File: config.mk
export PLATFORM = sky130hd
export DESIGN_NAME = spi_xfer_sequencer_flat
export DESIGN_NICKNAME = d
export VERILOG_FILES = /design/src/rtl/spi_xfer_sequencer_if.sv /design/src/rtl/spi_xfer_sequencer.sv /design/src/flat_wrapper.sv
export SDC_FILE = /design/constraint.sdc
export NUM_CORES = 1
export LEC_CHECK = 0
export CAP_MARGIN = 10
export CORE_MARGIN = 2
export CORE_UTILIZATION = 41
export CTS_CLUSTER_SIZE = 10
export DETAILED_ROUTE_END_ITERATION = 16
export PLACE_DENSITY_LB_ADDON = 0.1
export REMOVE_ABC_BUFFERS = 1
export SLEW_MARGIN = 20
export SYNTH_ARGS = -nofsm -noshare
export SYNTH_HDL_FRONTEND = slang
export SYNTH_SLANG_ARGS = --single-unit
File: constraint.sdc
create_clock -name clk -period 4.6 [get_ports clk]
set_clock_uncertainty 0.15 [all_clocks]
set_input_delay 1.38 -clock clk [delete_from_list [all_inputs] [get_ports clk]]
set_output_delay 1.38 -clock clk [all_outputs]
set_load 0.05 [all_outputs]
File: src/rtl/spi_xfer_sequencer_if.sv
// Handshake/bus bundle between the control register block, the SPI byte engine
// and the transfer sequencer.
interface spi_xfer_sequencer_if #(
    parameter int unsigned MAX_XFERS = 16,
    parameter int unsigned N_CS      = 4,
    parameter int unsigned GUARD_W   = 4
);
    localparam int unsigned ADDR_W = $clog2(MAX_XFERS);
    localparam int unsigned CNT_W  = ADDR_W + 1;
    localparam int unsigned SEL_W  = (N_CS > 1) ? $clog2(N_CS) : 1;

    logic               send;
    logic [CNT_W-1:0]   n_xfers;
    logic [SEL_W-1:0]   cs_sel;
    logic [GUARD_W-1:0] cs_setup;
    logic [GUARD_W-1:0] cs_hold;
    logic               abort;
    logic               eng_ready;
    logic               rx_dv;
    logic               tx_dv;
    logic [ADDR_W-1:0]  buf_addr;
    logic               rx_wr;
    logic [N_CS-1:0]    cs_n;
    logic               busy;
    logic               done;
    logic               cnt_wr;
    logic [CNT_W-1:0]   xfer_cnt;

    modport master (
        input  send, n_xfers, cs_sel, cs_setup, cs_hold, abort, eng_ready, rx_dv,
        output tx_dv, buf_addr, rx_wr, cs_n, busy, done, cnt_wr, xfer_cnt
    );

    modport slave (
        output send, n_xfers, cs_sel, cs_setup, cs_hold, abort, eng_ready, rx_dv,
        input  tx_dv, buf_addr, rx_wr, cs_n, busy, done, cnt_wr, xfer_cnt
    );
endinterface

File: src/rtl/spi_xfer_sequencer.sv
// Sequences a burst of byte transfers through the SPI byte engine, owning the
// chip selects, setup/hold guard times, abort and the completed-transfer count.
module spi_xfer_sequencer #(
    parameter int unsigned MAX_XFERS = 16,
    parameter int unsigned N_CS      = 4,
    parameter int unsigned GUARD_W   = 4
) (
    input logic                  clk,
    input logic                  rst,
    spi_xfer_sequencer_if.master bus
);
    localparam int unsigned ADDR_W = $clog2(MAX_XFERS);
    localparam int unsigned CNT_W  = ADDR_W + 1;
    localparam int unsigned SEL_W  = (N_CS > 1) ? $clog2(N_CS) : 1;
    localparam int unsigned GW1    = GUARD_W + 1;

    typedef enum logic [2:0] {
        IDLE    = 3'd0,
        SETUP   = 3'd1,
        LAUNCH  = 3'd2,
        WAIT_RX = 3'd3,
        HOLD    = 3'd4,
        DONE    = 3'd5,
        REARM   = 3'd6
    } state_t;

    state_t             state_q, state_d;
    logic [CNT_W-1:0]   n_q, n_d;
    logic [CNT_W-1:0]   cnt_q, cnt_d;
    logic [SEL_W-1:0]   sel_q, sel_d;
    logic [GUARD_W-1:0] setup_q, setup_d;
    logic [GUARD_W-1:0] hold_q, hold_d;
    logic [GUARD_W-1:0] guard_q, guard_d;
    logic [ADDR_W-1:0]  addr_q, addr_d;
    logic               abort_q, abort_d;
    logic               tx_dv_q, tx_dv_d;
    logic               rx_wr_q, rx_wr_d;
    logic [N_CS-1:0]    cs_n_q, cs_n_d;
    logic               busy_q, busy_d;
    logic               done_q, done_d;

    logic [GW1-1:0]     guard_inc;
    logic [GW1-1:0]     guard_tgt;
    logic               guard_last;
    logic               abort_seen;
    logic [CNT_W-1:0]   cnt_inc;
    logic               cs_active;

    // A guard of 0 still spends one cycle in SETUP/HOLD
    assign guard_inc  = {1'b0, guard_q} + GW1'(1);
    assign guard_tgt  = {1'b0, (state_q == SETUP) ? setup_q : hold_q};
    assign guard_last = (guard_inc >= guard_tgt);
    assign abort_seen = abort_q | bus.abort;
    assign cnt_inc    = cnt_q + CNT_W'(1);

    always_comb begin
        state_d   = state_q;
        n_d       = n_q;
        cnt_d     = cnt_q;
        sel_d     = sel_q;
        setup_d   = setup_q;
        hold_d    = hold_q;
        guard_d   = guard_q;
        addr_d    = addr_q;
        abort_d   = abort_q;
        tx_dv_d   = 1'b0;
        rx_wr_d   = 1'b0;
        cs_n_d    = '1;
        cs_active = 1'b0;

        if (state_q != IDLE) begin
            abort_d = abort_q | bus.abort;
        end
        // Index advances the cycle after the RX write so the write sees the old address
        if (rx_wr_q) begin
            addr_d = addr_q + ADDR_W'(1);
        end

        case (state_q)
            IDLE: begin
                if (bus.send) begin
                    n_d     = (bus.n_xfers > CNT_W'(MAX_XFERS)) ? CNT_W'(MAX_XFERS) : bus.n_xfers;
                    sel_d   = bus.cs_sel;
                    setup_d = bus.cs_setup;
                    hold_d  = bus.cs_hold;
                    cnt_d   = '0;
                    addr_d  = '0;
                    guard_d = '0;
                    state_d = (bus.n_xfers == '0) ? DONE : SETUP;
                end
            end
            SETUP: begin
                if (abort_seen) begin
                    guard_d = '0;
                    state_d = HOLD;
                end else if (guard_last) begin
                    state_d = LAUNCH;
                end else begin
                    guard_d = guard_q + GUARD_W'(1);
                end
            end
            LAUNCH: begin
                if (abort_seen) begin
                    guard_d = '0;
                    state_d = HOLD;
                end else if (bus.eng_ready) begin
                    tx_dv_d = 1'b1;
                    state_d = WAIT_RX;
                end
            end
            WAIT_RX: begin
                if (bus.rx_dv) begin
                    rx_wr_d = 1'b1;
                    cnt_d   = cnt_inc;
                    if ((cnt_inc >= n_q) || abort_seen) begin
                        guard_d = '0;
                        state_d = HOLD;
                    end else begin
                        state_d = LAUNCH;
                    end
                end
            end
            HOLD: begin
                if (guard_last) begin
                    state_d = DONE;
                end else begin
                    guard_d = guard_q + GUARD_W'(1);
                end
            end
            DONE: begin
                state_d = REARM;
            end
            REARM: begin
                if (!bus.send) begin
                    state_d = IDLE;
                end
            end
            default: begin
                state_d = IDLE;
            end
        endcase

        if (state_d == IDLE) begin
            abort_d = 1'b0;
        end

        // Moore outputs are derived from the next state and registered
        cs_active = (state_d == SETUP) || (state_d == LAUNCH) ||
                    (state_d == WAIT_RX) || (state_d == HOLD);
        if (cs_active) begin
            for (int unsigned i = 0; i < N_CS; i++) begin
                if (sel_d == SEL_W'(i)) begin
                    cs_n_d[i] = 1'b0;
                end
            end
        end
        busy_d = (state_d != IDLE);
        done_d = (state_d == DONE);
    end

    always_ff @(posedge clk) begin
        if (rst) begin
            state_q <= IDLE;
            n_q     <= '0;
            cnt_q   <= '0;
            sel_q   <= '0;
            setup_q <= '0;
            hold_q  <= '0;
            guard_q <= '0;
            addr_q  <= '0;
            abort_q <= 1'b0;
            tx_dv_q <= 1'b0;
            rx_wr_q <= 1'b0;
            cs_n_q  <= '1;
            busy_q  <= 1'b0;
            done_q  <= 1'b0;
        end else begin
            state_q <= state_d;
            n_q     <= n_d;
            cnt_q   <= cnt_d;
            sel_q   <= sel_d;
            setup_q <= setup_d;
            hold_q  <= hold_d;
            guard_q <= guard_d;
            addr_q  <= addr_d;
            abort_q <= abort_d;
            tx_dv_q <= tx_dv_d;
            rx_wr_q <= rx_wr_d;
            cs_n_q  <= cs_n_d;
            busy_q  <= busy_d;
            done_q  <= done_d;
        end
    end

    assign bus.tx_dv    = tx_dv_q;
    assign bus.buf_addr = addr_q;
    assign bus.rx_wr    = rx_wr_q;
    assign bus.cs_n     = cs_n_q;
    assign bus.busy     = busy_q;
    assign bus.done     = done_q;
    assign bus.cnt_wr   = done_q;
    assign bus.xfer_cnt = cnt_q;
endmodule

File: src/flat_wrapper.sv
// flat-port wrapper written by rule: the top's interface ports become plain ports
module spi_xfer_sequencer_flat 
#(
    parameter int unsigned MAX_XFERS = 16,
    parameter int unsigned N_CS      = 4,
    parameter int unsigned GUARD_W   = 4
)
  (clk, rst, bus_send, bus_n_xfers, bus_cs_sel, bus_cs_setup, bus_cs_hold, bus_abort, bus_eng_ready, bus_rx_dv, bus_tx_dv, bus_buf_addr, bus_rx_wr, bus_cs_n, bus_busy, bus_done, bus_cnt_wr, bus_xfer_cnt);
  spi_xfer_sequencer_if #(.MAX_XFERS(MAX_XFERS), .N_CS(N_CS), .GUARD_W(GUARD_W)) bus_i ();
  input logic clk;
  input logic rst;
  input wire logic [$bits(bus_i.send)-1:0] bus_send;
  input wire logic [$bits(bus_i.n_xfers)-1:0] bus_n_xfers;
  input wire logic [$bits(bus_i.cs_sel)-1:0] bus_cs_sel;
  input wire logic [$bits(bus_i.cs_setup)-1:0] bus_cs_setup;
  input wire logic [$bits(bus_i.cs_hold)-1:0] bus_cs_hold;
  input wire logic [$bits(bus_i.abort)-1:0] bus_abort;
  input wire logic [$bits(bus_i.eng_ready)-1:0] bus_eng_ready;
  input wire logic [$bits(bus_i.rx_dv)-1:0] bus_rx_dv;
  output wire logic [$bits(bus_i.tx_dv)-1:0] bus_tx_dv;
  output wire logic [$bits(bus_i.buf_addr)-1:0] bus_buf_addr;
  output wire logic [$bits(bus_i.rx_wr)-1:0] bus_rx_wr;
  output wire logic [$bits(bus_i.cs_n)-1:0] bus_cs_n;
  output wire logic [$bits(bus_i.busy)-1:0] bus_busy;
  output wire logic [$bits(bus_i.done)-1:0] bus_done;
  output wire logic [$bits(bus_i.cnt_wr)-1:0] bus_cnt_wr;
  output wire logic [$bits(bus_i.xfer_cnt)-1:0] bus_xfer_cnt;
  assign bus_i.send = bus_send;
  assign bus_i.n_xfers = bus_n_xfers;
  assign bus_i.cs_sel = bus_cs_sel;
  assign bus_i.cs_setup = bus_cs_setup;
  assign bus_i.cs_hold = bus_cs_hold;
  assign bus_i.abort = bus_abort;
  assign bus_i.eng_ready = bus_eng_ready;
  assign bus_i.rx_dv = bus_rx_dv;
  assign bus_tx_dv = bus_i.tx_dv;
  assign bus_buf_addr = bus_i.buf_addr;
  assign bus_rx_wr = bus_i.rx_wr;
  assign bus_cs_n = bus_i.cs_n;
  assign bus_busy = bus_i.busy;
  assign bus_done = bus_i.done;
  assign bus_cnt_wr = bus_i.cnt_wr;
  assign bus_xfer_cnt = bus_i.xfer_cnt;
  spi_xfer_sequencer #(.MAX_XFERS(MAX_XFERS), .N_CS(N_CS), .GUARD_W(GUARD_W)) u_core (.clk(clk), .rst(rst), .bus(bus_i));
endmodule
==> Flow_metrics.wiki <==
{| class="wikitable"
! Metric !! Value
|-
| Average cell area after synthesis || between 8 and 9 µm²
|-
| Cells on Worst Hold Path || 2
|-
| Root buffer cell || sky130_fd_sc_hd__clkbuf_8
|-
| Vias in the first global route || 1730
|-
| Hold Crit Endpoint || u_core.n_q[2]$_SDFFE_PP0P_
|-
| Initial core utilization || 42.3%
|-
| Die Span Y || 76.4 µm
|-
| Ys Warns || 0
|-
| Total gr overflow || 0
|-
| Post-synthesis share of cell area spent on xor and xnor gates || between 3 and 4%
|-
| Setup TNS || 0 ps
|-
| Crit-path slowest cell || sky130_fd_sc_hd__dfxtp_1
|-
| Wire per inst || 13.0 µm
|-
| R2r startpoint || u_core.state_q[0]$_SDFF_PP0_
|-
| Result of the run || finished clean
|-
| RSZ-0062 raised after global routing || no
|-
| Capturing element type of the critical path || flop
|-
| Cell Count, Final, Fillers Out || 359
|-
| Clock latency of the later-clocked register in the worst-skew pair || 300 ps
|-
| Area used by sequential logic in the layout || 801 µm²
|-
| Post-synthesis sequential area ratio || 37.3%
|-
| Pin count of the biggest net entering global routing || 26
|-
| Die X || 76.4 µm
|-
| Post-CTS Setup Bufs || 0
|-
| Nets || 321
|-
| CTS tree || yes
|-
| Initial antenna violation count || 0
|-
| Placeable core region || ~0.0051 mm²
|-
| Hold path start || u_core.n_q[2]$_SDFFE_PP0P_
|-
| Core Rows || 26
|-
| Drc violations || 0
|-
| Number of vias per cell after detailed routing || 5.15
|-
| Basic-gate share of the synthesized area counting and, or, nand and nor cells || about a quarter
|-
| CTS buffer count || 5
|-
| CP Buf/Inv Count || 0
|-
| Min Clock Period, post-route || 3470 ps
|-
| Crit-path leading delay family || compound AO/OA/AOI/OAI gates
|-
| Slowest Stage Delay on Critical Path || 660 ps
|-
| Vias || 1849
|-
| Maximum level of the CTS H-tree || 2
|-
| Leading cell types by total area after synthesis || sky130_fd_sc_hd__dfxtp_1 37%, sky130_fd_sc_hd__ha_1 7.0%, sky130_fd_sc_hd__a21oi_1 6.8%
|-
| Final clock period utilization by the worst path || around 75%
|-
| Dominant combinational cell family by area after synthesis || simple AND/OR/NAND/NOR gates
|-
| Detail Route Antenna Nets || 0
|-
| Sink Count || 40
|-
| Adder-cell area share of the yosys netlist || under 10%
|-
| Setup slack on the worst flop-to-flop path || 1130 ps
|-
| Largest voltage drop on the vdd net || around 0.14 mV
|-
| Top cell type by total area after synthesis || sky130_fd_sc_hd__dfxtp_1
|-
| Synth async-reset ratio || 0%
|-
| Multiplexer share of the synthesized area || 2.39%
|-
| Number of enable flip-flop cells after synthesis || 0
|-
| Footprint of the multi-input gates || 0.00124 mm²
|-
| Startpoint Class || flop
|-
| Share of Yosys cell area claimed by the top area cell type || 37.3%
|-
| Leading cell types by count after synthesis || 40 x sky130_fd_sc_hd__dfxtp_1, 38 x sky130_fd_sc_hd__nand2_1, 29 x sky130_fd_sc_hd__a21oi_1
|-
| Synthesized instance count || 253
|-
| Worst-case headroom to the max-slew limit || 48.7%
|-
| Resize count post-CTS || 0
|-
| R2R Path End || u_core.bus.cs_n[2]$_SDFF_PP1_
|-
| Setup-failing EPs final || 0
|-
| Number of antenna cells inserted || 0
|-
| Layout fillers || 506
|-
| Overall Power || 1.16 mW
|-
| Clock Tree Buf Depth || 2
|-
| GR Util All Layers || 17.1%
|-
| Number of DRC violations after detailed-routing iteration 0 || about 100
|-
| Count of port buffers added during placement || 38
|-
| Hold buffer count at CTS || 0
|-
| R2R cell count || 10
|-
| Area Growth Syn to Fin || 23.1%
|-
| Hpwl dp || between 3 and 4 mm
|-
| Compound-Gate Fraction of Synth Area || 19.6%
|-
| Final Max Tran Viols || 0
|-
| RD Place Congestion || approximately 0.84
|-
| Largest fanout on the critical path || 16
|-
| Highest achievable clock rate || 288 MHz
|-
| Worst Max-Slew Pin Slew || 767 ps
|-
| Utilization of the core after routing || 52.1%
|-
| Fraction of final layout cells with drive strength greater than 1 || 6.23%
|-
| Wire length of the first global-routing pass || around 8 mm
|-
| Final hold violation count || 0
|-
| Power per cell area || 439 mW/mm²
|-
| Die footprint || 0.00583 mm²
|-
| Crit Path Class || flop to flop
|-
| Crit path arrival time || 3480 ps
|-
| Leakage power || 0.969 nW
|-
| Number of detailed-routing iterations run before antenna repair || 4
|-
| Boundary Pins || 39
|-
| Flip-flop and latch count after synthesis || 40
|-
| Primary FF master, synth || sky130_fd_sc_hd__dfxtp_1
|-
| Post-synthesis instance area || 0.00215 mm²
|-
| Most numerous cell in the Yosys netlist || sky130_fd_sc_hd__dfxtp_1
|-
| Type of the tightest min-delay check || flop to flop
|-
| Unique cell type count in the Yosys netlist || 44
|-
| Critical Path, Cell by Cell || nand2b_1 -> nor2_1 -> mux2_2 -> ha_1 -> nor2b_1 -> o21ai_0 -> a21oi_1 -> o211a_4 -> xor2_1 -> o211ai_1
|-
| # placed instances || 351
|-
| Max-cap check violation count || 0
|-
| Clock transition at the register clock pins on the worst setup and hold paths after CTS || 80 ps
|-
| Total Routed Length || approximately 4.7 mm
|-
| Endpoint required time on the critical path || 4610 ps
|}
==> metal layers <==
metal  track usage [%]  part of all wire [%]  wire length, µm  vias to the layer above
li1                  -                     -                -                      972
met1              22.0                    48             2240                      836
met2              27.2                    46             2130                       33
met3              4.86                   4.2              197                        8
met4              6.36                   2.0               91                        0
met5                 0                     0                0                        -
==> logic make-up after synthesis <==
family,Yosys count
xor gates and xnor gates,9
AOI/OAI and AO/OA,66
buffers and inverters,17
and+or+nand+nor,104
DFF,40
muxes,5
adders and majority gates,12
==> registers in the layout, summed over array words and instances, names as in the netlist, 3 cells and up <==
signal and count:
u_core.bus.buf_addr 4, u_core.setup_q 4, u_core.guard_q 4, u_core.bus.xfer_cnt 5, u_core.state_q 3, u_core.n_q 5
u_core.bus.cs_n 4, u_core.hold_q 4
==> area by class of cell <==
type / count / share of cell area (%)
inverters: 5 / 0.710
multi-input cells: 196 / 47.1
repair buffers: 40 / 15.0
well taps: 70 / 3.31
clock buffers: 6 / 3.13
clock inverters: 2 / 0.521
flip-flops and latches: 40 / 30.3
==> stage by stage <==
step / instance area, µm² / setup slack, ps / hold WS (ps)
final: 2640 / 1130 / 307
after global routing: 2640 / 814 / 329
after CTS: 2640 / 1120 / 309
after detailed placement: 2550 / 923 / 297
after global placement: 2550 / 969 / 290
after floorplan: 2060 / 1320 / 276
==> how the worst max path moves through the flow <==
| stage | startpoint | end | slack (ps) | depth (start not counted) |
|---|---|---|---|---|
| after floorplan | u_core.bus.xfer_cnt[0]$_SDFFE_PP0P_ | u_core.bus.cs_n[0]$_SDFF_PP1_ | 1320 | 10 |
| after global placement | bus_abort | u_core.bus.cs_n[0]$_SDFF_PP1_ | 970 | 7 |
| after detailed placement | bus_abort | u_core.bus.cs_n[2]$_SDFF_PP1_ | 920 | 7 |
| after CTS | u_core.state_q[0]$_SDFF_PP0_ | u_core.bus.cs_n[2]$_SDFF_PP1_ | 1120 | 10 |
| after global routing | u_core.state_q[0]$_SDFF_PP0_ | u_core.bus.cs_n[2]$_SDFF_PP1_ | 810 | 10 |
| final | u_core.state_q[0]$_SDFF_PP0_ | u_core.bus.cs_n[2]$_SDFF_PP1_ | 1130 | 10 |
==> power by group <==
group | switching, mW | total (mW) | internal, mW
combinational | 0.275 | 0.456 | 0.182
clock | 0.128 | 0.251 | 0.123
sequential | 0.0588 | 0.452 | 0.393
total | 0.462 | 1.16 | 0.697
==> layout by cell type (no fill, tap or decap), drive strengths merged, types with 4 or more instances in the layout <==
cell,count
nand3,9
a21oi,30
mux2i,4
xnor2,4
nor2,15
clkbuf,6
clkdlybuf4s50,38
nand2,38
nand4b,4
nor3,9
nor3b,5
o211ai,4
ha,12
nor2b,8
nand3b,6
dfxtp,40
xor2,5
inv,6
o21ai,14
==> tightest hold or removal path, delay by kind of cell, from the launching register on <==
kind | cells | cell delay [ps]
and+or+nand+nor | 1 | 50
AOI/OAI and AO/OA | 1 | 50
DFF | 1 | 320
Note: power is estimated with default switching activity, not from simulation.
